===== src/rtl/integrab_rtc_pkg.sv =====
// Shared register map, bit positions and calendar helpers for the IntegraB RTC responder.
package integrab_rtc_pkg;

  localparam logic [5:0] RTC_SEC     = 6'd0;
  localparam logic [5:0] RTC_ASEC    = 6'd1;
  localparam logic [5:0] RTC_MIN     = 6'd2;
  localparam logic [5:0] RTC_AMIN    = 6'd3;
  localparam logic [5:0] RTC_HOUR    = 6'd4;
  localparam logic [5:0] RTC_AHOUR   = 6'd5;
  localparam logic [5:0] RTC_DOW     = 6'd6;
  localparam logic [5:0] RTC_DATE    = 6'd7;
  localparam logic [5:0] RTC_MONTH   = 6'd8;
  localparam logic [5:0] RTC_YEAR    = 6'd9;
  localparam logic [5:0] RTC_REGA    = 6'd10;
  localparam logic [5:0] RTC_REGB    = 6'd11;
  localparam logic [5:0] RTC_REGC    = 6'd12;
  localparam logic [5:0] RTC_REGD    = 6'd13;
  localparam logic [5:0] RTC_NV_BASE = 6'd14;
  localparam int         RTC_NV_SIZE = 50;

  localparam int REGB_SET  = 7;
  localparam int REGB_AIE  = 5;
  localparam int REGB_UIE  = 4;
  localparam int REGC_IRQF = 7;
  localparam int REGC_AF   = 5;
  localparam int REGC_UF   = 4;

  localparam logic [7:0] REGB_RST = 8'h06;
  localparam logic [7:0] REGD_VAL = 8'h80;

  typedef struct packed {
    logic [7:0] sec;
    logic [7:0] min;
    logic [7:0] hour;
    logic [7:0] dow;
    logic [7:0] date;
    logic [7:0] month;
    logic [7:0] year;
  } rtc_time_t;

  localparam rtc_time_t RTC_TIME_RST = '{sec: 8'd0, min: 8'd0, hour: 8'd0,
                                         dow: 8'd1, date: 8'd1, month: 8'd1, year: 8'd0};

  // Out-of-range months fall back to 31 so the date still has a defined wrap point.
  function automatic logic [7:0] daysInMonth(input logic [7:0] month, input logic [7:0] year);
    logic [7:0] days;
    case (month)
      8'd2:                    days = (year[1:0] == 2'b00) ? 8'd29 : 8'd28;
      8'd4, 8'd6, 8'd9, 8'd11: days = 8'd30;
      default:                 days = 8'd31;
    endcase
    return days;
  endfunction

endpackage


===== src/rtl/rtc_calendar_tick.sv =====
// Combinational one-second advance of the binary calendar; carries ripple only from exact maxima.
module rtc_calendar_tick
  import integrab_rtc_pkg::*;
(
  input  rtc_time_t cur,
  input  logic      tick,
  output rtc_time_t nxt
);

  always_comb begin
    nxt = cur;
    if (tick) begin
      nxt.sec = (cur.sec == 8'd59) ? 8'd0 : cur.sec + 8'd1;
      if (cur.sec == 8'd59) begin
        nxt.min = (cur.min == 8'd59) ? 8'd0 : cur.min + 8'd1;
        if (cur.min == 8'd59) begin
          nxt.hour = (cur.hour == 8'd23) ? 8'd0 : cur.hour + 8'd1;
          if (cur.hour == 8'd23) begin
            nxt.dow  = (cur.dow == 8'd7) ? 8'd1 : cur.dow + 8'd1;
            nxt.date = (cur.date == daysInMonth(cur.month, cur.year)) ? 8'd1 : cur.date + 8'd1;
            if (cur.date == daysInMonth(cur.month, cur.year)) begin
              nxt.month = (cur.month == 8'd12) ? 8'd1 : cur.month + 8'd1;
              if (cur.month == 8'd12)
                nxt.year = (cur.year == 8'd99) ? 8'd0 : cur.year + 8'd1;
            end
          end
        end
      end
    end
  end

endmodule


===== src/rtl/integrab_rtc_responder.sv =====
// IntegraB RTC responder: binary 24h MC146818 subset driven by the decoder's RTC_AS/RTC_DS strobes.
// Define RTC_ALARM_EN to match alarm bytes into AF; without it the alarm bytes are plain storage.
module integrab_rtc_responder
  import integrab_rtc_pkg::*;
#(
  parameter int CLK_HZ     = 2000000,
  parameter int UIP_CYCLES = 4
) (
  input  logic       from_CPU_Phi2,
  input  logic       bbc_nRST,
  input  logic       from_CPU_RnW,
  input  logic       RTC_AS,
  input  logic       RTC_DS,
  input  logic [7:0] bbc_DATA,
  output logic [7:0] rtc_DATA_out,
  output logic       rtc_DATA_oe,
  output logic       nIRQ
);

  localparam int            PW        = (CLK_HZ > 1) ? $clog2(CLK_HZ) : 1;
  localparam logic [PW-1:0] PRE_LAST  = PW'(CLK_HZ - 1);
  localparam logic [PW-1:0] UIP_FIRST = PW'(CLK_HZ - UIP_CYCLES);

  logic [5:0]    addr, nvIdx;
  rtc_time_t     tm, tmTick, tmNext;
  logic [7:0]    almSec, almMin, almHour, regB, regC;
  logic [6:0]    regA;
  logic          uf, af, uip, update, wrEn, rdEn, clrC, alarmHit, irqf;
  logic [PW-1:0] pre;
  logic [7:0]    nvram [RTC_NV_SIZE];

  assign wrEn   = RTC_DS & ~from_CPU_RnW;
  assign rdEn   = RTC_DS & from_CPU_RnW;
  assign clrC   = rdEn && (addr == RTC_REGC);
  assign update = ~regB[REGB_SET] && (pre == PRE_LAST);
  assign uip    = ~regB[REGB_SET] && (pre >= UIP_FIRST);
  assign nvIdx  = addr - RTC_NV_BASE;

  rtc_calendar_tick u_tick (.cur(tm), .tick(update), .nxt(tmTick));

  // A CPU write on the update edge overrides only the register it targets.
  always_comb begin
    tmNext = tmTick;
    if (wrEn) begin
      case (addr)
        RTC_SEC:   tmNext.sec   = bbc_DATA;
        RTC_MIN:   tmNext.min   = bbc_DATA;
        RTC_HOUR:  tmNext.hour  = bbc_DATA;
        RTC_DOW:   tmNext.dow   = bbc_DATA;
        RTC_DATE:  tmNext.date  = bbc_DATA;
        RTC_MONTH: tmNext.month = bbc_DATA;
        RTC_YEAR:  tmNext.year  = bbc_DATA;
        default:   ;
      endcase
    end
  end

`ifdef RTC_ALARM_EN
  function automatic logic almMatch(input logic [7:0] alm, input logic [7:0] val);
    return (alm[7:6] == 2'b11) || (alm == val);
  endfunction

  assign alarmHit = update && almMatch(almSec, tmNext.sec) &&
                    almMatch(almMin, tmNext.min) && almMatch(almHour, tmNext.hour);
`else
  assign alarmHit = 1'b0;
`endif

  always_ff @(negedge from_CPU_Phi2 or negedge bbc_nRST) begin
    if (!bbc_nRST) begin
      addr    <= '0;
      tm      <= RTC_TIME_RST;
      almSec  <= '0;
      almMin  <= '0;
      almHour <= '0;
      regA    <= '0;
      regB    <= REGB_RST;
      uf      <= 1'b0;
      af      <= 1'b0;
      pre     <= '0;
    end else begin
      if (RTC_AS) addr <= bbc_DATA[5:0];
      tm  <= tmNext;
      pre <= (regB[REGB_SET] || update) ? '0 : pre + PW'(1);
      // Flag set takes priority over the read-clear of reg C.
      uf  <= update   | (uf & ~clrC);
      af  <= alarmHit | (af & ~clrC);
      if (wrEn) begin
        case (addr)
          RTC_ASEC:  almSec  <= bbc_DATA;
          RTC_AMIN:  almMin  <= bbc_DATA;
          RTC_AHOUR: almHour <= bbc_DATA;
          RTC_REGA:  regA    <= bbc_DATA[6:0];
          RTC_REGB:  regB    <= bbc_DATA;
          default:   ;
        endcase
      end
    end
  end

  always_ff @(negedge from_CPU_Phi2) begin
    if (wrEn && (addr >= RTC_NV_BASE)) nvram[nvIdx] <= bbc_DATA;
  end

  assign irqf = (uf & regB[REGB_UIE]) | (af & regB[REGB_AIE]);

  always_comb begin
    regC            = '0;
    regC[REGC_IRQF] = irqf;
    regC[REGC_AF]   = af;
    regC[REGC_UF]   = uf;
  end

  always_comb begin
    rtc_DATA_out = '0;
    case (addr)
      RTC_SEC:   rtc_DATA_out = tm.sec;
      RTC_ASEC:  rtc_DATA_out = almSec;
      RTC_MIN:   rtc_DATA_out = tm.min;
      RTC_AMIN:  rtc_DATA_out = almMin;
      RTC_HOUR:  rtc_DATA_out = tm.hour;
      RTC_AHOUR: rtc_DATA_out = almHour;
      RTC_DOW:   rtc_DATA_out = tm.dow;
      RTC_DATE:  rtc_DATA_out = tm.date;
      RTC_MONTH: rtc_DATA_out = tm.month;
      RTC_YEAR:  rtc_DATA_out = tm.year;
      RTC_REGA:  rtc_DATA_out = {uip, regA};
      RTC_REGB:  rtc_DATA_out = regB;
      RTC_REGC:  rtc_DATA_out = regC;
      RTC_REGD:  rtc_DATA_out = REGD_VAL;
      default:   rtc_DATA_out = nvram[nvIdx];
    endcase
  end

  assign rtc_DATA_oe = rdEn;
  assign nIRQ        = ~irqf;

endmodule

===== config.mk =====
export PLATFORM = sky130hd
export DESIGN_NAME = integrab_rtc_responder
export DESIGN_NICKNAME = d
export VERILOG_FILES = /design/src/rtl/integrab_rtc_pkg.sv /design/src/rtl/rtc_calendar_tick.sv /design/src/rtl/integrab_rtc_responder.sv
export SDC_FILE = /design/constraint.sdc
export NUM_CORES = 1
export LEC_CHECK = 0
export ABC_AREA = 0
export ABC_CLOCK_PERIOD_IN_PS = 7460
export CAP_MARGIN = 20
export CORE_MARGIN = 2
export CORE_UTILIZATION = 45
export DETAILED_ROUTE_END_ITERATION = 16
export GPL_TIMING_DRIVEN = 0
export PLACE_DENSITY_LB_ADDON = 0.2
export SLEW_MARGIN = 20
export SYNTH_ARGS = -nofsm -noshare
export SYNTH_HDL_FRONTEND = slang
export SYNTH_SLANG_ARGS = --single-unit

===== constraint.sdc =====
create_clock -name from_CPU_Phi2 -period 7.46 [get_ports from_CPU_Phi2]
set_input_delay 2.238 -clock from_CPU_Phi2 [delete_from_list [all_inputs] [get_ports from_CPU_Phi2]]
set_output_delay 2.238 -clock from_CPU_Phi2 [all_outputs]
set_load 0.01 [all_outputs]

## Word-level counts from Yosys, hierarchy flattened

Memories as Yosys holds them, arrays and structs flattened.
Cells that the tools add are included.

| word-level totals | value |
|---|---|
| bits in registers | 124 |
| latch bits | 0 |
| bits in writable memories | 400 |
| memory bits (read-only) | 0 |
| input bits | 13 |
| output and inout bits | 10 |
| word-level logic and storage cells | 110 |
| memories kept | 1 |

Memory list:

| name | words | bits a word | rd ports | clocked after Yosys merged registers in | write ports | RTL line | text |
|---|---|---|---|---|---|---|---|
| nvram | 50 | 8 | 1 | 0 | 1 | integrab_rtc_responder.sv:30 | `logic [7:0] nvram [RTC_NV_SIZE];` |

| cells by class | value |
|---|---|
| add/subtract/negate cells | 9 |
| multiply operators | 0 |
| divide/modulo/power cells | 0 |
| order comparisons | 2 |
| equal/unequal tests | 26 |
| shift operators | 0 |
| mux-type cells | 31 |
| bitwise operators | 12 |
| reductions and logical operators | 13 |

Operators by type and width:

| kind | number |
|---|---|
| 2-to-1 mux 8 bit | 19 |
| 2-to-1 mux 56 bit | 2 |
| case mux 8 bit (14 select lines) | 1 |
| adder 8 x 1 -> 8 bit (second input constant) | 7 |
| 2-to-1 mux 48 bit | 1 |
| 2-to-1 mux 40 bit | 1 |
| equality test 6 x 4 -> 1 bit (second input constant) | 6 |
| 2-to-1 mux 32 bit | 1 |
| equality test 6 x 3 -> 1 bit (second input constant) | 4 |
| equality test 8 x 3 -> 1 bit (second input constant) | 3 |
| equality test 8 x 4 -> 1 bit (second input constant) | 3 |
| adder 21 x 1 -> 21 bit (second input constant) | 1 |
| equality test 21 bit (second input constant) | 1 |
| >= comparator 21 bit (second input constant) | 1 |
| 2-to-1 mux 21 bit | 1 |
| equality test 8 x 6 -> 1 bit (second input constant) | 2 |
| 2-to-1 mux 16 bit | 1 |
| case mux 8 bit (2 select lines) | 1 |
| equality test 6 x 2 -> 1 bit (second input constant) | 2 |
| AND reduction 2 bit | 5 |
| equality test 8 x 2 -> 1 bit (second input constant) | 1 |
| equality test 8 x 5 -> 1 bit (second input constant) | 1 |
| equality test 8 x 7 -> 1 bit (second input constant) | 1 |
| equality test 8 bit | 1 |
| other kinds (12) | 26 |

## Longest topological paths before layout

Gate-level depths: netlist (run 1).

| logic depth | value |
|---|---|
| word-level depth | 15 |
| depth in mapped cells | 14 |
| depth with buffers taken out | 8 |

## Modules after synthesis

From an unflattened synthesis (run 1), not the netlist that was laid out.

| unflattened totals | value |
|---|---|
| cell total of the unflattened synthesis | 1578 |
| area total of the unflattened synthesis | 23208.5 um^2 |

Modules (own cells, without submodules):

| module | instances | cells each | area an instance (um^2) | seq. area each (um^2) |
|---|---|---|---|---|
| integrab_rtc_responder | 1 | 1341 | 21712.1 | 15120.8 |
| rtc_calendar_tick | 1 | 237 | 1496.4 | 0.0 |

==> results by group, run 1 <==
Worst setup path
  – Family with the most delay on the worst path: buffers and inverters
  – Worst EP arrival: 7240 ps
  – Buffers & Inverters on Critical Path: 9
  – Critical path peak fanout: 9
  – Required time at the endpoint of the critical path: 5220 ps
  – Largest incremental delay on the critical path: 480 ps
  – Endpoint class of the critical path: primary output
  – Critical Setup Path Class: flip-flop to primary output
  – Sort of element at the start of the critical path: flip-flop
  – Critical-path top delay cell: a221oi_4
  – Worst path cell trace: clkbuf_8, clkbuf_16, buf_16, inv_16, buf_12, ha_4, clkbuf_16, clkbuf_16, clkbuf_16, nand2_2, o21ai_2, o311ai_2, a221oi_4, buf_2
  – Most repeated library cell on the critical path: clkbuf_16

STA
  – RSZ-0062 raised after global routing: yes
  – Max-slew violation total from the final report: 0
  – Transition time at the pin with the least slew margin: 1040 ps
  – Final Hold Violating Endpoints: 0
  – Clock skew: 95.9 ps
  – Worst Slack Setup Final: -2020 ps
  – Worst Hold Slack: 406 ps
  – Final Setup Violations: 48
  – Headroom to the max-slew limit: 30.0%

Drt
  – WL/cell: 25.1 um
  – Number of vias after detailed routing: 16800
  – Per-cell via count in the routed design: 5.92
  – Total wire length after detailed routing: 71200 um
  – DRC errors left: 0
  – Number of nets still failing antenna checks after routing: 0
  – Initial DRC Count: 2063
  – DR pass1 iterations: 5

Placement
  – Dpl ws: -2800 ps
  – Number of buffers inserted by port buffering: 21
  – Placed Instances: 2270
  – Last weighted congestion value of the routability-driven placer: 0.886
  – Standard cell area after detailed placement: 24500 um^2
  – Detail Placement HPWL: 44700 um

Power
  – Switching Fraction: 31.1%
  – Leakage power summed over all cells: 11.8 nW
  – Clock share of power: 45.7%
  – Reg power frac: 40.7%
  – Peak supply drop: 0.296 mV
  – Switching power of the nets: 0.00261 W
  – Internal Power: 0.00577 W
  – Power density over cell area: 282 nW/um^2
  – Combinational Power Share: 13.5%

Clock tree
  – CTS sink count: 524
  – Clock tree from TritonCTS: yes
  – Clk Latency, worst-skew pair: 690 ps
  – Count of H-tree levels built during CTS: 2
  – Root buffer cell: clkbuf_16
  – Worst-case clock buffer depth: 3
  – TritonCTS Buffers: 57
  – Clk slew on worst S/H paths: 50 ps

Yosys
  – Sequential fraction of the synthesis area: 65.9%
  – Syn Nets: 1600
  – Area share of the leading cell type in the synthesized netlist: 52.3%
  – Post-synthesis register bit count: 524
  – Count of warnings emitted by yosys: 0
  – Fraction of registers with async set/reset: 23.7%
  – Area of the mapped netlist: 22900 um^2
  – Top_reg_cell synth: edfxtp_1
  – Mean instance size in the synthesized netlist: 14.6 um^2
  – Instance count of the mapped netlist: 1569
  – Cell types with the largest area share after synthesis: edfxtp_1 52%, dfrtn_1 13%, mux4_2 8.4%
  – Synth area leader: edfxtp_1
  – Library cells used by synthesis: 72
  – Count of flip-flops with a built-in enable after synthesis: 400

Finish
  – Area grow syn2layout: 29.3%
  – Count of nets after finishing: 2151
  – Non-filler cells, final: 2841
  – Area taken by flip-flops and latches: 15100 um^2
  – Number of fill cells: 3972
  – Proportion of layout cells with a drive suffix above 1: 23.7%
  – Final core area utilization: 59.0%
  – Multi-input gate area in the final layout: 8460 um^2
  – Post-route cell area: 29700 um^2

Run
  – Number of max-cap violations: 0

Floorplanning
  – Row count: 82
  – Number of I/O pins: 23
  – Starting density of the core: 45.6%
  – Die Area: 52800 um^2
  – Core region area: 50300 um^2
  – Die span in y: 230 um
  – Chip width: 230 um

Global routing
  – Maximum number of pins on one net before global-route repair: 77
  – Global router's overall resource usage: 27.1%
  – Antenna violations before repair: 2
  – Global-route wire length before repair: 105000 um
  – Vias in the first global route: 17200
  – Total overflow reported by the global router: 0

Outcome
  – Violated checks: setup timing
  – Run status: complete, but fails checks

Worst hold path
  – Class of the worst hold path: flip-flop to flip-flop
==> placed cells by master, fill, tap and decap left out, types with 25 or more instances in the layout <==
cell type / n
nand3_1: 37
dfrtn_1: 119
buf_4: 46
a31oi_1: 29
edfxtp_1: 400
nor2_4: 46
o21ai_0: 51
mux2i_1: 32
mux4_2: 86
clkbuf_1: 34
nor2_1: 97
clkbuf_16: 64
a22oi_1: 33
nand2_1: 84
inv_1: 432
mux2_2: 39
a21oi_1: 46
nand4_1: 25
==> cell usage after synthesis, types with 19 or more instances <==
| cell | n |
|---|---|
| mux2i_1 | 57 |
| edfxtp_1 | 400 |
| o21ai_0 | 54 |
| nor3_1 | 27 |
| and3_1 | 19 |
| mux4_2 | 86 |
| a31oi_1 | 30 |
| mux2_2 | 39 |
| dfrtn_1 | 119 |
| nand2_1 | 97 |
| clkbuf_1 | 61 |
| a22oi_1 | 34 |
| nand3_1 | 37 |
| nor2_1 | 153 |
| nand4_1 | 25 |
| a21oi_1 | 49 |
==> logic make-up (layout without fill, tap and decap cells) <==
logic type               after synthesis  after routing  share of synthesized area (%)
adder cells (fa/ha/maj)               18             18                          0.981
multiplexers                         182            182                           12.8
flip-flops                           524            524                           65.9
XOR/XNOR                              35             35                           1.34
other                                  0              2                              0
AO/OA/AOI/OAI                        255            255                           7.34
buffers and inverters                 99            697                           1.71
AND/OR/NAND/NOR                      456            456                           9.91
==> area by class of cell <==
| cell class | count | area share (%) |
|---|---|---|
| Sequential cell | 524 | 51.0 |
| Timing Repair Buffer | 92 | 3.46 |
| Multi-Input combinational cell | 946 | 28.5 |
| Tap cell | 672 | 2.83 |
| Inverter | 16 | 0.257 |
| Buffer | 78 | 2.16 |
| Clock buffer | 62 | 5.01 |
| Antenna cell | 2 | 0.0169 |
| Clock inverter | 449 | 6.80 |
==> power by group through the flow <==
| stage | registers [W] | logic (W) | clock network [W] |
|---|---|---|---|
| finish | 0.00341 | 0.00113 | 0.00383 |
| global route | 0.00342 | 0.00120 | 0.00418 |
| global placement | 0.00345 | 0.000917 | 0.000322 |
| floorplan | 0.00340 | 0.000588 | 0.000322 |
| detailed placement | 0.00345 | 0.000944 | 0.000322 |
| CTS | 0.00341 | 0.00109 | 0.00390 |
==> state kept, by name, indices dropped and copies added, names as in the netlist <==
register,flops
regB,8
almHour,8
nvram,400
almSec,8
almMin,8
pre,21
uf,1
af,1
regA,7
addr,6
tm,56
==> final timing paths <==
| path | start | cells past startpoint | end | slack, ps |
|---|---|---|---|---|
| worst min-delay path | pre[0]$_DFF_NN0_ | 1 | pre[0]$_DFF_NN0_ | 410 |
| min in group asynchronous | bbc_nRST | 1 | tm[50]$_DFF_NN0_ | 5150 |
| worst min register to register | pre[0]$_DFF_NN0_ | 1 | pre[0]$_DFF_NN0_ | 410 |
| worst max-delay path | addr[1]$_DFFE_NN0P_ | 14 | rtc_DATA_out[5] | -2020 |
| worst max register to register | tm[40]$_DFF_NN0_ | 9 | tm[13]$_DFF_NN0_ | 3870 |
| max in group asynchronous | bbc_nRST | 2 | tm[8]$_DFF_NN1_ | 1480 |
==> timing repair <==
item | CTS | global route
setup buffers | 50 | 10
cloned | 4 | 0
gates resized for setup | 234 | 63
setup endpoints to repair | 413 | 254
hold buffers | 0 | 0
pin swaps | 31 | 10
==> through the flow <==
stage / total power (W) / TNS [ps]
2_1_floorplan: 0.00431 / -15410
3_3_place_gp: 0.00469 / -1590030
3_5_place_dp: 0.00471 / -572110
4_1_cts: 0.00839 / -16790
5_1_grt: 0.00880 / -17940
6_report: 0.00838 / -18180
==> metal layers <==
layer / vias up / track usage (%) / share of wire, %
met5: - / 0 / 0
met4: 0 / 13.0 / 3.6
met3: 156 / 7.50 / 9.0
met2: 850 / 40.2 / 45
met1: 8537 / 37.1 / 42
li1: 7284 / - / -
Note: power is estimated with default switching activity, not from simulation.
==> inputs of run 2 (changes only) <==
--- a/config.mk
+++ b/config.mk
@@ -9,10 +9,11 @@
 export ABC_CLOCK_PERIOD_IN_PS = 7460
 export CAP_MARGIN = 20
 export CORE_MARGIN = 2
-export CORE_UTILIZATION = 45
+export CORE_UTILIZATION = 35
 export DETAILED_ROUTE_END_ITERATION = 16
 export GPL_TIMING_DRIVEN = 0
 export PLACE_DENSITY_LB_ADDON = 0.2
+export SKIP_LAST_GASP = 1
 export SLEW_MARGIN = 20
 export SYNTH_ARGS = -nofsm -noshare
 export SYNTH_HDL_FRONTEND = slang
==> results by group, run 2 (synthesis results as in run 1) <==
Outcome
  – Run status: complete, but fails checks
  – Violated checks: setup timing

Worst setup path
  – Worst path cell trace: clkbuf_8, clkbuf_16, buf_16, inv_16, buf_12, ha_4, clkbuf_16, clkbuf_16, clkbuf_16, buf_12, buf_12, mux2i_2, o22ai_2, o31a_1, buf_2
  – Buffers & Inverters on Critical Path: 11 (+2)
  – Most repeated library cell on the critical path: clkbuf_16
  – Family with the most delay on the worst path: buffers and inverters
  – Critical-path top delay cell: dfrtn_1
  – Critical Setup Path Class: flip-flop to primary output
  – Endpoint class of the critical path: primary output
  – Critical path peak fanout: 7 (-2)
  – Sort of element at the start of the critical path: flip-flop
  – Worst EP arrival: 7350 ps (+110 ps)
  – Required time at the endpoint of the critical path: 5220 ps (about the same)
  – Largest incremental delay on the critical path: 440 ps (-40 ps)

Finish
  – Non-filler cells, final: 3056 (+7.6%)
  – Multi-input gate area in the final layout: 8450 um^2 (about the same)
  – Reg with most FFs: nvram
  – Biggest registers after layout: nvram: 400 flops, tm: 56 flops, pre: 21 flops
  – Area grow syn2layout: 33.6%
  – Area taken by flip-flops and latches: 15100 um^2 (unchanged)
  – Largest register FFs: 400 (unchanged)
  – Leading cell type in the layout, fill and taps excluded: inv_1
  – Proportion of layout cells with a drive suffix above 1: 25.4% (+1.7 points)
  – Count of nets after finishing: 2181 (+1.4%)
  – Final core area utilization: 47.4% (-12 points)
  – Leading cell types in the layout, fill and taps excluded: 424 x inv_1, 400 x edfxtp_1, 119 x dfrtn_1, 98 x nor2_1, 86 x mux4_2
  – Number of antenna cells inserted: 0 (-2)
  – Number of fill cells: 5790 (+46%)

STA
  – RSZ-0062 raised after global routing: yes
  – Worst Slack Setup Final: -2130 ps (-110 ps)
  – Max-slew violation total from the final report: 0 (unchanged)
  – Final Hold Violating Endpoints: 0 (unchanged)
  – Clock skew: 88.3 ps (-7.59 ps)
  – Transition time at the pin with the least slew margin: 1030 ps (-10.2 ps)
  – Final Setup Violations: 33 (-31%)
  – Headroom to the max-slew limit: 30.7% (+0.69 points)

Drt
  – DR pass1 iterations: 6 (+1)
  – DRC errors left: 0 (unchanged)
  – Number of vias after detailed routing: 16900 (+0.24%)
  – WL/cell: 24.4 um (-2.4%)
  – Number of nets still failing antenna checks after routing: 0 (unchanged)
  – Initial DRC Count: 1770 (-14%)
  – Per-cell via count in the routed design: 5.52 (-6.8%)
  – Total wire length after detailed routing: 74700 um (+4.9%)

Placement
  – Last weighted congestion value of the routability-driven placer: 0.905 (+2.2%)
  – Number of buffers inserted by port buffering: 21 (unchanged)
  – Placed Instances: 2454 (+8.1%)
  – Detail Placement HPWL: 46600 um (+4.2%)

Global routing
  – Maximum number of pins on one net before global-route repair: 85 (+10%)
  – Routing usage on met3: 5.95% (-1.6 points)
  – Global routing usage on met1: 28.8% (-8.3 points)
  – Vias in the first global route: 17600 (+2.3%)
  – Global router's overall resource usage: 22.1% (-5.0 points)
  – Total overflow reported by the global router: 0 (unchanged)
  – Most congested layer reported by global routing: met2
  – Met2 track demand over resource: 34.8% (-5.4 points)
  – Global-route wire length before repair: 110000 um (+4.3%)
  – Antenna violations before repair: 1 (-1)

Clock tree
  – Clk Latency, worst-skew pair: 680 ps (about the same)
  – Root buffer cell: clkbuf_16
  – TritonCTS Buffers: 59 (+3.5%)
  – Clock tree from TritonCTS: yes
  – Worst-case clock buffer depth: 3 (unchanged)
  – Count of H-tree levels built during CTS: 2 (unchanged)
  – CTS sink count: 524 (unchanged)
  – Clk slew on worst S/H paths: 50 ps (about the same)

Floorplanning
  – Die Area: 67600 um^2 (+28%)
  – Starting density of the core: 35.5% (-10 points)
  – Number of I/O pins: 23 (unchanged)
  – Core region area: 64700 um^2 (+29%)
  – Die span in y: 260 um (+13%)
  – Row count: 93 (+13%)
  – Chip width: 260 um (+13%)

Worst hold path
  – Class of the worst hold path: flip-flop to flip-flop

Power
  – Leakage power summed over all cells: 12.2 nW (+3.4%)
  – Peak supply drop: 0.261 mV (-12%)
  – Power density over cell area: 289 nW/um^2 (+2.4%)

Run
  – Number of max-cap violations: 0 (unchanged)
[run 2: power by group]
| part | leakage [nW] | total [W] | internal, W | switching (W) |
|---|---|---|---|---|
| Combinational | 3.84 | 0.00120 | 0.000518 | 0.000687 |
| Sequential | 5.05 | 0.00342 | 0.00328 | 0.000134 |
| Clock | 3.28 | 0.00425 | 0.00240 | 0.00185 |
[run 2: final timing paths]
check	startpoint	end	slack (ps)	cells past startpoint
max in group asynchronous	bbc_nRST	tm[8]$_DFF_NN1_	1510	2
max	addr[1]$_DFFE_NN0P_	rtc_DATA_out[1]	-2130	15
min	pre[0]$_DFF_NN0_	pre[0]$_DFF_NN0_	410	1
min in group asynchronous	bbc_nRST	tm[42]$_DFF_NN0_	5130	1
max reg2reg	addr[0]$_DFFE_NN0P_	nvram[31][1]$_DFFE_NP_	3690	8
min reg2reg	pre[0]$_DFF_NN0_	pre[0]$_DFF_NN0_	410	1
[run 2: layout make-up]
class,count,area share [%]
flip-flops and latches,524,49.3
inverters,16,0.249
clock inverters,454,7.46
well taps,855,3.49
plain buffers,79,2.17
repair buffers,119,4.71
clock buffers,63,5.04
multi-input cells,946,27.6
[run 2: metrics by stage]
step	power [W]	setup slack [ps]	cell area (um^2)	hold slack, ps	TNS [ps]
final	0.00887	-2130	30700	408	-20150
after global routing	0.00935	-2230	30700	452	-22360
after CTS	0.00889	-2130	30100	417	-71330
after detailed placement	0.00473	-3010	24800	417	-607380
after global placement	0.00471	-4600	24600	402	-1657800
after floorplan	0.00431	-910	23300	379	-15410
[run 2: metal layers]
layer	wire [um]	up-vias
met3	5240	157
met2	35300	673
li1	-	7355
met1	31600	8680
met4	2560	2
met5	7	-
[run 2: what timing repair did]
action / CTS / global route
setup buffers: 65 / 23
gates resized for setup: 209 / 79
endpoints found under the setup margin: 420 / 279
hold buffers: 0 / 0
pin swaps: 39 / 27
hold endpoints to repair: 0 / 0
cloned: 2 / 1
==> inputs of run 3 (changes only) <==
--- a/config.mk
+++ b/config.mk
@@ -10,6 +10,7 @@
 export CAP_MARGIN = 20
 export CORE_MARGIN = 2
 export CORE_UTILIZATION = 35
+export CTS_CLUSTER_SIZE = 8
 export DETAILED_ROUTE_END_ITERATION = 16
 export GPL_TIMING_DRIVEN = 0
 export PLACE_DENSITY_LB_ADDON = 0.2
==> results by group, run 3 (synthesis results as in run 1) <==
Worst setup path
  – Sort of element at the start of the critical path: flip-flop
  – Critical Setup Path Class: flip-flop to primary output
  – Length in cells of the worst reg-to-reg path: 9 (+1)
  – Worst EP arrival: 7300 ps (-50 ps)
  – Critical path peak fanout: 8 (+1)
  – Critical R2R Capture: tm[12]$_DFF_NN0_
  – Worst-case register-to-register setup slack: 3700 ps (about the same)
  – R2R Path Start: tm[40]$_DFF_NN0_
  – Endpoint class of the critical path: primary output
  – Required time at the endpoint of the critical path: 5220 ps (about the same)

STA
  – Headroom to the max-slew limit: 31.1% (+0.39 points)
  – Worst Slack Setup Final: -2070 ps (+57.8 ps)
  – Final Hold Violating Endpoints: 0 (unchanged)
  – RSZ-0062 raised after global routing: yes
  – Transition time at the pin with the least slew margin: 1030 ps (-5.79 ps)
  – Final Setup Violations: 65 (+97%)
  – Worst Hold Slack: 412 ps (+3.99 ps)
  – Max-slew violation total from the final report: 0 (unchanged)
  – Total Negative Setup Slacks: -25570 ps (-5420 ps)
  – Clock skew: 93.4 ps (+5.08 ps)

Finish
  – Count of nets after finishing: 2199 (+0.83%)
  – Final core area utilization: 47.3% (-0.13 points)
  – Largest register FFs: 400 (unchanged)
  – Area grow syn2layout: 33.3%
  – Reg with most FFs: nvram
  – Proportion of layout cells with a drive suffix above 1: 24.6% (-0.76 points)
  – Number of fill cells: 5831 (+0.71%)
  – Number of antenna cells inserted: 0 (unchanged)
  – Leading cell types in the layout, fill and taps excluded: 425 x inv_1, 400 x edfxtp_1, 119 x dfrtn_1, 101 x nor2_1, 86 x mux4_2
  – Leading cell type in the layout, fill and taps excluded: inv_1
  – Multi-input gate area in the final layout: 8480 um^2 (+0.31%)
  – Post-route cell area: 30600 um^2 (-0.27%)
  – Area taken by flip-flops and latches: 15100 um^2 (unchanged)
  – Biggest registers after layout: nvram: 400 flops, tm: 56 flops, pre: 21 flops

Global routing
  – Global router's overall resource usage: 22.2% (+0.11 points)
  – Maximum number of pins on one net before global-route repair: 85 (unchanged)
  – Global-route wire length before repair: 110000 um (+0.12%)
  – Total overflow reported by the global router: 0 (unchanged)
  – Antenna violations before repair: 1 (unchanged)
  – Vias in the first global route: 17700 (+0.82%)

Clock tree
  – Clk slew on worst S/H paths: 40 ps (about the same)
  – Count of H-tree levels built during CTS: 3 (+1)
  – CTS sink count: 524 (unchanged)
  – TritonCTS Buffers: 76 (+29%)
  – Hold buffer count at cts: 0 (unchanged)
  – Clock tree from TritonCTS: yes
  – Clk Latency, worst-skew pair: 670 ps (about the same)
  – Worst-case clock buffer depth: 3 (unchanged)
  – Root buffer cell: clkbuf_16

Floorplanning
  – Die span in y: 260 um (unchanged)
  – Die Area: 67600 um^2 (unchanged)
  – Number of I/O pins: 23 (unchanged)
  – Row count: 93 (unchanged)
  – Starting density of the core: 35.5% (unchanged)
  – Chip width: 260 um (unchanged)
  – Core region area: 64700 um^2 (unchanged)

Power
  – Peak supply drop: 0.199 mV (-24%)
  – Power density over cell area: 286 nW/um^2 (-1.3%)
  – Leakage power summed over all cells: 12.1 nW (-0.32%)
  – Switching power of the nets: 0.00266 W (-0.44%)
  – Combinational Power Share: 13.8% (+0.2 points)
  – Switching Fraction: 30.4% (+0.33 points)
  – Internal Power: 0.00608 W (-2.0%)
  – Reg power frac: 39.1% (+0.6 points)
  – Clock share of power: 47.0% (-0.9 points)

Placement
  – Number of buffers inserted by port buffering: 21 (unchanged)
  – Last weighted congestion value of the routability-driven placer: 0.905 (unchanged)
  – Detail Placement HPWL: 46600 um (unchanged)
  – Standard cell area after detailed placement: 24800 um^2 (unchanged)

Drt
  – Initial DRC Count: 1763 (-0.40%)
  – Number of vias after detailed routing: 16900 (+0.25%)
  – DRC errors left: 0 (unchanged)
  – WL/cell: 24.5 um (+0.14%)
  – Per-cell via count in the routed design: 5.55 (+0.55%)
  – Number of nets still failing antenna checks after routing: 0 (unchanged)
  – DR pass1 iterations: 5 (-1)
  – Total wire length after detailed routing: 74600 um (-0.15%)

Worst hold path
  – Worst hold path depth: 1 (unchanged)
  – WHS Endpoint: pre[0]$_DFF_NN0_
  – Hold path startpoint: pre[0]$_DFF_NN0_
  – Class of the worst hold path: flip-flop to flip-flop

Outcome
  – Violated checks: setup timing
  – Run status: complete, but fails checks

Run
  – Number of max-cap violations: 0 (unchanged)
run 3: changes by cell type in the layout (fill, tap and decap cells not counted), moves of 3 or more:
cell	delta
buf_4	+3
bufinv_16	-15
clkbuf_16	+17
clkinv_1	+4
clkinv_4	-3
clkinvlp_2	-9
inv_4	-5
inv_6	-3
nor2_1	+3
nor2_2	-9
nor2_4	+6
run 3: per-stage QoR:
step                std cells  worst slack (ps)  total power (W)
floorplan                1569              -910          0.00431
global placement         2445             -4600          0.00471
detailed placement       2454             -3010          0.00473
CTS                      3029             -2090          0.00876
global route             3047             -2170          0.00919
finish                   3047             -2070          0.00873
run 3: area by class of cell:
cell class / count / share of cell area, %
flip-flops and latches: 524 / 49.4
multi-input cells: 946 / 27.7
clock buffers: 83 / 6.51
clock inverters: 424 / 5.68
repair buffers: 120 / 4.67
well taps: 855 / 3.50
plain buffers: 79 / 2.22
inverters: 16 / 0.250
run 3: worst max path at each step:
| stage | startpoint | to | cells past startpoint |
|---|---|---|---|
| after global routing | addr[1]$_DFFE_NN0P_ | rtc_DATA_out[4] | 11 |
| after detailed placement | addr[0]$_DFFE_NN0P_ | rtc_DATA_out[4] | 9 |
| after floorplan | addr[1]$_DFFE_NN0P_ | rtc_DATA_out[3] | 12 |
| after global placement | bbc_nRST | addr[1]$_DFFE_NN0P_ | 1 |
| final | addr[1]$_DFFE_NN0P_ | rtc_DATA_out[1] | 14 |
| after CTS | addr[1]$_DFFE_NN0P_ | rtc_DATA_out[4] | 14 |
run 3: layer usage:
| layer | vias to the layer above | GRT usage (%) | share of wire, % |
|---|---|---|---|
| met1 | 8559 | 28.8 | 42 |
| li1 | 7374 | - | - |
| met3 | 184 | 5.67 | 7.4 |
| met5 | - | 0 | 0 |
| met4 | 0 | 10.9 | 3.7 |
| met2 | 793 | 34.8 | 47 |
run 3: worst max-delay path, cell delays in order (launching register included):
cell and delay (ps):
dfrtn_1 430, clkbuf_8 150, clkbuf_16 140, buf_16 140, inv_16 30, buf_12 120
ha_4 290, clkbuf_16 180, clkbuf_16 170, clkbuf_16 140, buf_12 140, mux2i_4 340
o22ai_4 150, o31a_1 370, buf_2 160
run 3: power groups by stage:
stage | Clock (W) | Combinational (W) | Sequential (W)
4_1_cts | 0.00419 | 0.00115 | 0.00342
3_3_place_gp | 0.000322 | 0.000936 | 0.00345
3_5_place_dp | 0.000322 | 0.000960 | 0.00345
5_1_grt | 0.00449 | 0.00128 | 0.00343
2_1_floorplan | 0.000322 | 0.000588 | 0.00340
6_report | 0.00411 | 0.00121 | 0.00342
run 3: timing repair:
action                                  CTS  global route
endpoints found under the setup margin  426           234
pin swaps                                42            25
buffers inserted                         68            20
cloned                                    2             0
resized for setup                       225            72
